[config.mk]
export PLATFORM = sky130hd
export DESIGN_NAME = dma_copy
export DESIGN_NICKNAME = d
export VERILOG_FILES = /design/src/rtl/dma_copy.sv
export SDC_FILE = /design/constraint.sdc
export NUM_CORES = 1
export LEC_CHECK = 0
export CORE_MARGIN = 3
export CORE_UTILIZATION = 58
export DETAILED_ROUTE_END_ITERATION = 8
export PLACE_DENSITY = 0.87
export SYNTH_ARGS = -nofsm -noshare
export SYNTH_HDL_FRONTEND = slang
export SYNTH_SLANG_ARGS = --single-unit
[constraint.sdc]
create_clock -name clk -period 6.64 [get_ports clk]
set_input_delay 0.996 -clock clk [delete_from_list [all_inputs] [get_ports clk]]
set_output_delay 0.996 -clock clk [all_outputs]
set_load 0.01 [all_outputs]
[src/rtl/dma_copy.sv]
// rtl/dma_copy.sv - word-granular memory-to-memory copy engine with sticky done flag
// Optional constant-fill mode is compiled in with DMA_FILL_EN.
module dma_copy #(
    parameter int LEN_WIDTH = 16
) (
    input  logic        clk,
    input  logic        reset_n,
    input  logic        sel,
    input  logic [3:0]  addr,
    input  logic [3:0]  wstrb,
    input  logic [31:0] wdata,
    output logic [31:0] rdata,
    output logic        ready,
    output logic        m_valid,
    output logic [31:0] m_addr,
    output logic [31:0] m_wdata,
    output logic [3:0]  m_wstrb,
    input  logic [31:0] m_rdata,
    input  logic        m_ready,
    output logic        done
);
    typedef enum logic [1:0] {IDLE, RD, WR} state_t;
    state_t state, state_next;

    logic [31:0]          src_q, dst_q, cur_src, cur_dst, data_q, rd_mux;
    logic [LEN_WIDTH-1:0] len_q, remaining;
    logic                 sel_d, gap, fill_bit, fill_q, fill_start;
    logic                 cfg_hit, cfg_wr, busy, ctrl_wr, start, clear, accept, last;
    logic                 unused_ok;

    function automatic logic [31:0] merge(input logic [31:0] old, input logic [31:0] nw,
                                          input logic [3:0] be);
        logic [31:0] r;
        for (int i = 0; i < 4; i++)
            r[8*i +: 8] = be[i] ? nw[8*i +: 8] : old[8*i +: 8];
        return r;
    endfunction

    // One acknowledge per sel assertion: only the first cycle sel is seen high counts.
    assign cfg_hit   = sel && !sel_d;
    assign cfg_wr    = cfg_hit && (wstrb != 4'h0);
    assign busy      = (state != IDLE);
    assign ctrl_wr   = cfg_wr && (addr[3:2] == 2'd3) && wstrb[0];
    assign start     = ctrl_wr && wdata[0] && !busy;
    assign clear     = ctrl_wr && wdata[1];
    assign accept    = m_valid && m_ready;
    assign last      = (state == WR) && accept && (remaining == LEN_WIDTH'(1));
    assign unused_ok = &{1'b0, addr[1:0]};

`ifdef DMA_FILL_EN
    assign fill_start = wdata[2];
    always_ff @(posedge clk) begin
        if (!reset_n) begin
            fill_bit <= 1'b0;
            fill_q   <= 1'b0;
        end else begin
            if (ctrl_wr) fill_bit <= wdata[2];
            if (start)   fill_q   <= wdata[2];
        end
    end
`else
    assign fill_start = 1'b0;
    assign fill_bit   = 1'b0;
    assign fill_q     = 1'b0;
`endif

    always_comb begin
        rd_mux = '0;
        case (addr[3:2])
            2'd0: rd_mux = {src_q[31:2], 2'b00};
            2'd1: rd_mux = dst_q;
            2'd2: rd_mux = 32'(len_q);
            default: rd_mux = {29'd0, fill_bit, done, busy};
        endcase
    end

    always_ff @(posedge clk) begin
        if (!reset_n) state <= IDLE;
        else          state <= state_next;
    end

    always_comb begin
        state_next = state;
        case (state)
            IDLE: if (start && len_q != '0) state_next = fill_start ? WR : RD;
            RD:   if (accept) state_next = WR;
            WR:   if (accept) state_next = (remaining == LEN_WIDTH'(1)) ? IDLE : (fill_q ? WR : RD);
            default: state_next = IDLE;
        endcase
    end

    // gap forces the one idle cycle after every accepted transfer.
    always_comb begin
        m_valid = 1'b0;
        m_addr  = '0;
        m_wdata = '0;
        m_wstrb = 4'h0;
        case (state)
            RD: begin
                m_valid = !gap;
                m_addr  = cur_src;
            end
            WR: begin
                m_valid = !gap;
                m_addr  = cur_dst;
                m_wdata = data_q;
                m_wstrb = 4'hF;
            end
            default: ;
        endcase
    end

    always_ff @(posedge clk) begin
        if (!reset_n) begin
            src_q     <= '0;
            dst_q     <= '0;
            len_q     <= '0;
            cur_src   <= '0;
            cur_dst   <= '0;
            data_q    <= '0;
            remaining <= '0;
            sel_d     <= 1'b0;
            gap       <= 1'b0;
            ready     <= 1'b0;
            rdata     <= '0;
            done      <= 1'b0;
        end else begin
            sel_d <= sel;
            ready <= cfg_hit;
            rdata <= cfg_hit ? rd_mux : '0;
            gap   <= accept;
            if (cfg_wr && !busy) begin
                case (addr[3:2])
                    2'd0: src_q <= merge(src_q, wdata, wstrb);
                    2'd1: dst_q <= merge(dst_q, wdata, wstrb) & 32'hFFFF_FFFC;
                    2'd2: len_q <= LEN_WIDTH'(merge(32'(len_q), wdata, wstrb));
                    default: ;
                endcase
            end
            // SRC keeps its low bits so fill data is the full programmed word.
            if (start) begin
                done      <= (len_q == '0);
                cur_src   <= {src_q[31:2], 2'b00};
                cur_dst   <= dst_q;
                remaining <= len_q;
                data_q    <= src_q;
            end else if (last) begin
                done <= 1'b1;
            end else if (clear) begin
                done <= 1'b0;
            end
            if (state == RD && accept) begin
                data_q  <= m_rdata;
                cur_src <= cur_src + 32'd4;
            end
            if (state == WR && accept) begin
                cur_dst   <= cur_dst + 32'd4;
                remaining <= remaining - LEN_WIDTH'(1);
            end
        end
    end
endmodule

# Yosys cells after proc, flatten, opt, wreduce, memory -nomap -nowiden
# Cells that the tools add are included.
# Widths: inputs -> output; s select.
# classes
add_sub_neg	3
eq_ne	9
muxes	21
n_reduce_logical	38
# ops
cell	count
$mux 32	7
$pmux 32 s3	1
$add 32x3->32 const B	2
$pmux 32 s2	1
$reduce_and 3->1	11
$mux 16	2
$eq 16x1->1 const B	1
$logic_not 16->1	1
$reduce_bool 16->1	1
$sub 16x1->16 const B	1
$logic_and 1x1->1	13
$eq 2x2->1 const B	3
$mux 2	3
$ne 2x2->1 const B	3
$pmux 2 s3	1
$reduce_bool 2->1	3
$mux 1	5
$eq 2x1->1 const B	2
$logic_not 2->1	2
$mux 4	1
$reduce_bool 4->1	1
$logic_not 1->1	3
$reduce_bool 3->1	1
$reduce_and 2->1	1
$reduce_or 2->1	1
# word_totals
ff_bits	228
out_inout_bits	103
word_cells	91

# Logic depth before layout (Yosys ltp)
# Gate-level depths: netlist (run 1).
# logic_depth
depth_word	10
ltp_mapped	10

# Least setup slack after synthesis (run 1)
# No wires, ideal clock.
# synth_timing
kind	reg-to-output
startpoint	register state[0]
endpoint	output port m_addr[12]
t_arrival_ns	1.570
required_ns	5.644
path_slack_ns	4.074
stages_incl_launch_ff	7
path_buffers	2
path_cell_list	dfxtp_1 > inv_1 > ha_1 > clkbuf_1 > buf_1 > a22oi_1 > nor2b_1
# synth_via
elab_chain_len	2
# synth_lines
element	line	rtl
from (decl)	23	state_t state, state_next;
from (signal assigned)	79	else state <= state_next;
$eq 2x2->1 / $eq 2x1->1 (equally long branches)	98	case (state)
$pmux 32 s2 (*)	98	
to (decl)	15	output logic [31:0] m_addr,
# Mark *: on every way between the ends. The rest lies on a longest branch, timed or not.

# Worst setup path after layout (run 1)
# layout_timing
startpoint	register state[0]
endpoint	output port m_addr[17]
# The elaborated chain is that of the path after synthesis.

==> results.sh, run 1 <==
export IMPL_outcome="complete, no violations"
export IMPL_syn_inst=1299
export IMPL_synthAdderAreaFrac=0.0105
export IMPL_clkLatencyLatePin_ns=0.52
export IMPL_vias_per_cell=6.45
export IMPL_synth_cell_area_um2=10800
export IMPL_arrival_ns=2.97
export IMPL_nFillCells=1331
export IMPL_dr_pass1_iters=6
export IMPL_p_leak_nw=4.61
export IMPL_critPathTopFamily="adder cells"
export IMPL_fp_dieH_um=142
export IMPL_busiest_layer="met2"
export IMPL_instances_no_fill=1664
export IMPL_antenna_found_initial=0
export IMPL_routedWlPerCell_um=20.3
export IMPL_final_nets=1503
export IMPL_rows=49
export IMPL_muxShareOfSynthArea=0.0894
export IMPL_crit_path_max_incr_delay_ns=1.00
export IMPL_setup_slack_ns=2.67
export IMPL_ys_types=66
export IMPL_avgSynthCellArea_um2=8.30
export IMPL_skew_ns=0.0106
export IMPL_hold_path_class="reg2reg"
export IMPL_use_met3=0.0682
export IMPL_timing_critical_path_buf_inv=2
export IMPL_globalplace_congestion=0.976
export IMPL_syn_to_final_growth_pct=23.7
export IMPL_vias=10700
export IMPL_clock_sinks=224
export IMPL_core_um2=18100
export IMPL_power_mw=2.91
export IMPL_cts_tree="built"
export IMPL_io_pins=179
export IMPL_grt_max_degree=83
export IMPL_overflow=0
export IMPL_p_per_area_nw_per_um2=219
export IMPL_fmax_mhz=252
export IMPL_ys_flop_type="dfxtp_1"
export IMPL_drv_cap=0
export IMPL_pre_cts_ws_ns=2.91
export IMPL_grt_pass1_wl_mm=53.8
export IMPL_critPathLaunchType="register"
export IMPL_n_antenna_cell=0
export IMPL_seq_area_frac_synth=0.416
export IMPL_fin_hold_ws_ns=0.465
export IMPL_grtUsageMet2=0.511
export IMPL_tightest_slew_ns=1.13
export IMPL_cts_root_buf="clkbuf_16"
export IMPL_synth_xor_area_share=0.000813
export IMPL_drc_errors=0
export IMPL_relSlewSlack=0.244
export IMPL_peakVddDrop_v=0.000223
export IMPL_postCtsSetupBuffers=0
export IMPL_rsz0062_at_grt="false"
export IMPL_first_global_vias=10100
export IMPL_synth_simple_area_share=0.258
export IMPL_synth_edf_count=0
export IMPL_placed_area_um2=12500
export IMPL_synth_top_family_by_area="simple AND/OR/NAND/NOR gates"
export IMPL_htreeDepth=1
export IMPL_drt_iter0_markers=1568
export IMPL_layout_drive_gt1_share=0.0551
export IMPL_setup_violations=0
export IMPL_die_w_um=142
export IMPL_setup_tns_ns=0
export IMPL_yosys_warnings=0
export IMPL_finalHoldViolCount=0
export IMPL_initial_core_util=0.596
export IMPL_endpoint_kind="output port"
export IMPL_fin_util=0.737
export IMPL_synth_seq_cells=224
export IMPL_required_ns=5.64
export IMPL_finalCritPeriodShare=0.598
export IMPL_crit_fanout=35
export IMPL_port_buffers=174
export IMPL_path_class="reg2out"
export IMPL_met1_usage=0.436
export IMPL_synth_compound_area_share=0.183
export IMPL_die_area_um2=20200
export IMPL_path_cells="inv_1 > ha_1 > nor2b_1 > clkdlybuf4s50_1"
export IMPL_postCtsHoldBufs=0
export IMPL_drtAntennaViolNets=0
export IMPL_cts_clk_slew_worst_paths_ns=0.06
export IMPL_cts_buffers=24
export IMPL_wirelength_mm=33.7
export IMPL_post_cts_resize_count=0
export IMPL_stdcell_area_um2=13300
export IMPL_synthArstFlopShare=0
export IMPL_multi_input_area_um2=5860
export IMPL_min_period_ns=3.97
export IMPL_dp_hpwl_mm=23.1
export IMPL_slew_viol_final=0
export IMPL_regArea_um2=4480
export IMPL_critPathSlowestCell="ha_1"
export IMPL_cts_max_path_buffers=3
export IMPL_dp_cells=1621
export IMPL_grtUsageTotal=0.325
==> layer usage <==
| layer | up-vias | wire [um] |
|---|---|---|
| met4 | 0 | 1520 |
| li1 | 4895 | - |
| met2 | 670 | 15200 |
| met3 | 113 | 3990 |
| met5 | - | 0 |
| met1 | 5060 | 13000 |
==> area by class of cell <==
type	count	share of cell area
clock buffers	34	0.0540
clock inverters	9	0.00760
inverters	11	0.00329
multi-input cells	970	0.439
flip-flops and latches	224	0.336
well taps	229	0.0215
repair buffers	187	0.138
==> path summary, 6_finish.rpt <==
path         startpoint           to  slack (ns)  cells past startpoint
max            state[0]   m_addr[17]        2.67                      4
max reg2reg    state[0]  cur_dst[22]        2.86                      8
min            src_q[0]     src_q[0]        0.47                      2
min reg2reg    src_q[0]     src_q[0]        0.47                      2
==> cells by family (layout without fill, tap and decap cells) <==
family / count (synthesis) / count (layout)
compound gates: 300 / 300
xor+xnor: 1 / 1
fa+ha+maj: 9 / 9
buf+inv: 106 / 241
flops: 224 / 224
mux: 96 / 96
other cells: 1 / 2
simple gates: 562 / 562
==> cells in the mapped netlist (21+ instances only) <==
| cell type | n | area (um2) |
|---|---|---|
| nand4_1 | 21 | 131 |
| nor2_1 | 190 | 713 |
| a22oi_1 | 33 | 248 |
| a21oi_1 | 78 | 390 |
| o21ai_0 | 64 | 320 |
| and3_1 | 26 | 163 |
| mux2i_1 | 94 | 941 |
| dfxtp_1 | 224 | 4480 |
| buf_2 | 23 | 115 |
| a311oi_1 | 37 | 324 |
| clkbuf_1 | 62 | 233 |
| nand2_1 | 139 | 522 |
| nand3_1 | 35 | 175 |
| nor2b_1 | 34 | 213 |
| and2_1 | 42 | 263 |
==> worst reg2reg max path, cell delays in order, from the launching register on <==
cell and delay, ns:
dfxtp_1 0.40, inv_1 0.09, ha_1 1.00, and4b_1 0.69, buf_4 0.30, and4_1 0.50, nand2_2 0.14, or4_1 0.42
a31oi_1 0.17
==> power by group <==
| part | internal, mW | switching, mW | total [mW] |
|---|---|---|---|
| logic | 0.0699 | 0.0872 | 0.157 |
| registers | 1.36 | 0.0177 | 1.37 |
| clock network | 0.831 | 0.553 | 1.38 |
==> registers in the layout, indices dropped and copies added (netlist names), 2 cells and up <==
signal     flops
data_q        32
rdata         32
src_q         32
cur_dst       30
cur_src       30
dst_q         30
len_q         16
remaining     16
state          2
==> cell usage in the layout (no fill, tap or decap), drive strengths merged, types with 11 or more instances in the layout <==
cell           count
dfxtp            224
nor2             195
clkdlybuf4s50    173
nand2            140
mux2i             94
a21oi             79
o21ai             64
and2              42
a311oi            37
nand3             35
nor2b             34
clkbuf            34
a22oi             33
and3              26
nor3              25
nand4             22
a31oi             19
buf               14
a211oi            12
inv               11
Note: power is estimated with default switching activity, not from simulation.
==> run 2: changes to the inputs <==
--- a/config.mk
+++ b/config.mk
@@ -6,9 +6,9 @@
 export NUM_CORES = 1
 export LEC_CHECK = 0
 export CORE_MARGIN = 3
-export CORE_UTILIZATION = 58
+export CORE_UTILIZATION = 49
 export DETAILED_ROUTE_END_ITERATION = 8
-export PLACE_DENSITY = 0.87
+export PLACE_DENSITY = 0.78
 export SYNTH_ARGS = -nofsm -noshare
 export SYNTH_HDL_FRONTEND = slang
 export SYNTH_SLANG_ARGS = --single-unit
==> constraint.sdc (replaced) <==
create_clock -name clk -period 3.5 [get_ports clk]
set_input_delay 0.525 -clock clk [delete_from_list [all_inputs] [get_ports clk]]
set_output_delay 0.525 -clock clk [all_outputs]
set_load 0.01 [all_outputs]
==> results.sh, run 2 (synthesis gave the netlist of run 1 again) <==
export IMPL_n_antenna_cell=0
export IMPL_finalHoldViolCount=0
export IMPL_port_buffers=174
export IMPL_first_global_vias=10000
export IMPL_clock_sinks=224
export IMPL_htreeDepth=1
export IMPL_p_per_area_nw_per_um2=411
export IMPL_grtUsageTotal=0.281
export IMPL_path_cells="inv_1 > ha_2 > buf_4 > a22oi_1 > nor2b_1 > clkdlybuf4s50_1"
export IMPL_endpoint_kind="output port"
export IMPL_rows=53
export IMPL_cts_clk_slew_worst_paths_ns=0.06
export IMPL_io_pins=179
export IMPL_fmax_mhz=303
export IMPL_die_area_um2=23800
export IMPL_final_common_cell="dfxtp_1"
export IMPL_layout_common_cells="dfxtp_1 (224), nor2_1 (189), clkdlybuf4s50_1 (173), nand2_1 (139), mux2i_1 (94)"
export IMPL_fp_dieH_um=154
export IMPL_nFillCells=1827
export IMPL_syn_to_final_growth_pct=25.7
export IMPL_routedWlPerCell_um=20.1
export IMPL_setup_tns_ns=0
export IMPL_cts_root_buf="clkbuf_16"
export IMPL_reg2reg_depth=7
export IMPL_peakVddDrop_v=0.000336
export IMPL_crit_end="m_addr[23]"
export IMPL_dp_hpwl_mm=25.1
export IMPL_antenna_found_initial=0
export IMPL_cts_buffers=24
export IMPL_layout_drive_gt1_share=0.0675
export IMPL_die_w_um=154
export IMPL_r2r_start="state[0]"
export IMPL_critPathTopFamily="buffers and inverters"
export IMPL_dr_pass1_iters=6
export IMPL_hold_path_class="reg2reg"
export IMPL_finalCritPeriodShare=0.942
export IMPL_rrSetupSlack_ns=0.61
export IMPL_rsz0062_at_grt="false"
export IMPL_tightest_slew_ns=0.794
export IMPL_vias_per_cell=6.12
export IMPL_critPathLaunchType="register"
export IMPL_globalplace_congestion=0.949
export IMPL_wirelength_mm=34.8
export IMPL_initial_core_util=0.506
export IMPL_critPathSlowestCell="clkdlybuf4s50_1"
export IMPL_drt_iter0_markers=1308
export IMPL_post_cts_resize_count=0
export IMPL_clkLatencyLatePin_ns=0.53
export IMPL_skew_ns=0.0214
export IMPL_arrival_ns=2.77
export IMPL_power_mw=5.57
export IMPL_fin_hold_ws_ns=0.457
export IMPL_core_um2=21300
export IMPL_vias=10600
export IMPL_crit_fanout=24
export IMPL_crit_path_max_incr_delay_ns=0.59
export IMPL_drtAntennaViolNets=0
export IMPL_cts_max_path_buffers=3
export IMPL_required_ns=2.97
export IMPL_setup_violations=0
export IMPL_p_leak_nw=4.71
export IMPL_rr_endpoint="cur_src[15]"
export IMPL_reg_largest_list="data_q (32), rdata (32), src_q (32)"
export IMPL_outcome="complete, no violations"
export IMPL_postCtsSetupBuffers=0
export IMPL_drv_cap=0
export IMPL_drc_errors=0
export IMPL_path_class="reg2out"
export IMPL_relSlewSlack=0.471
export IMPL_postCtsHoldBufs=0
export IMPL_cts_tree="built"
export IMPL_overflow=0
export IMPL_crit_cells=6
export IMPL_grt_max_degree=46
export IMPL_final_nets=1519
export IMPL_timing_critical_path_buf_inv=3
export IMPL_grt_pass1_wl_mm=55.0
export IMPL_min_period_ns=3.30
export IMPL_slew_viol_final=0
export IMPL_crit_start="state[0]"
run 2: per-layer routing:
| metal | track usage | part of all wire | wire length [um] |
|---|---|---|---|
| met5 | 0 | 0 | 0 |
| met4 | 0.108 | 0.042 | 1470 |
| met3 | 0.0562 | 0.099 | 3450 |
| met2 | 0.433 | 0.45 | 15600 |
| met1 | 0.391 | 0.41 | 14300 |
run 2: worst min path at each step:
stage / depth (start not counted) / from / slack (ns) / endpoint
detailed placement: 2 / src_q[0] / 0.45 / src_q[0]
finish: 2 / src_q[0] / 0.46 / src_q[0]
global placement: 2 / src_q[1] / 0.45 / src_q[1]
CTS: 2 / src_q[0] / 0.46 / src_q[0]
global route: 2 / src_q[1] / 0.49 / src_q[1]
floorplan: 2 / remaining[11] / 0.44 / remaining[11]
run 2: layout make-up:
class | instances | area [um2] | area share
flip-flops and latches | 224 | 4480 | 0.331
inverters | 11 | 43.8 | 0.00323
clock buffers | 37 | 781 | 0.0576
clock inverters | 7 | 65.1 | 0.00480
multi-input cells | 970 | 5850 | 0.432
well taps | 275 | 344 | 0.0254
repair buffers | 203 | 1980 | 0.146
run 2: worst min-delay path, cell delays in order (launching register included):
cell	delay, ns
dfxtp_1	0.31
nand2_1	0.05
a21oi_1	0.05
run 2: through the flow:
stage | worst slack [ns] | instances | utilization | instance area [um2]
CTS | 0.257 | 1727 | 0.636 | 13500
detailed placement | 0.500 | 1683 | 0.597 | 12700
global placement | 0.505 | 1683 | 0.597 | 12700
finish | 0.203 | 1727 | 0.636 | 13500
global route | 0.130 | 1727 | 0.636 | 13500
floorplan | 1.40 | 1300 | - | 10800
run 2: report_power, final:
part           internal (mW)  total (mW)  leakage, nW  switching [mW]
sequential              2.57        2.61         1.81          0.0344
combinational          0.139       0.306         2.49           0.167
clock                   1.60        2.66        0.418            1.05
total                   4.32        5.57         4.71            1.25
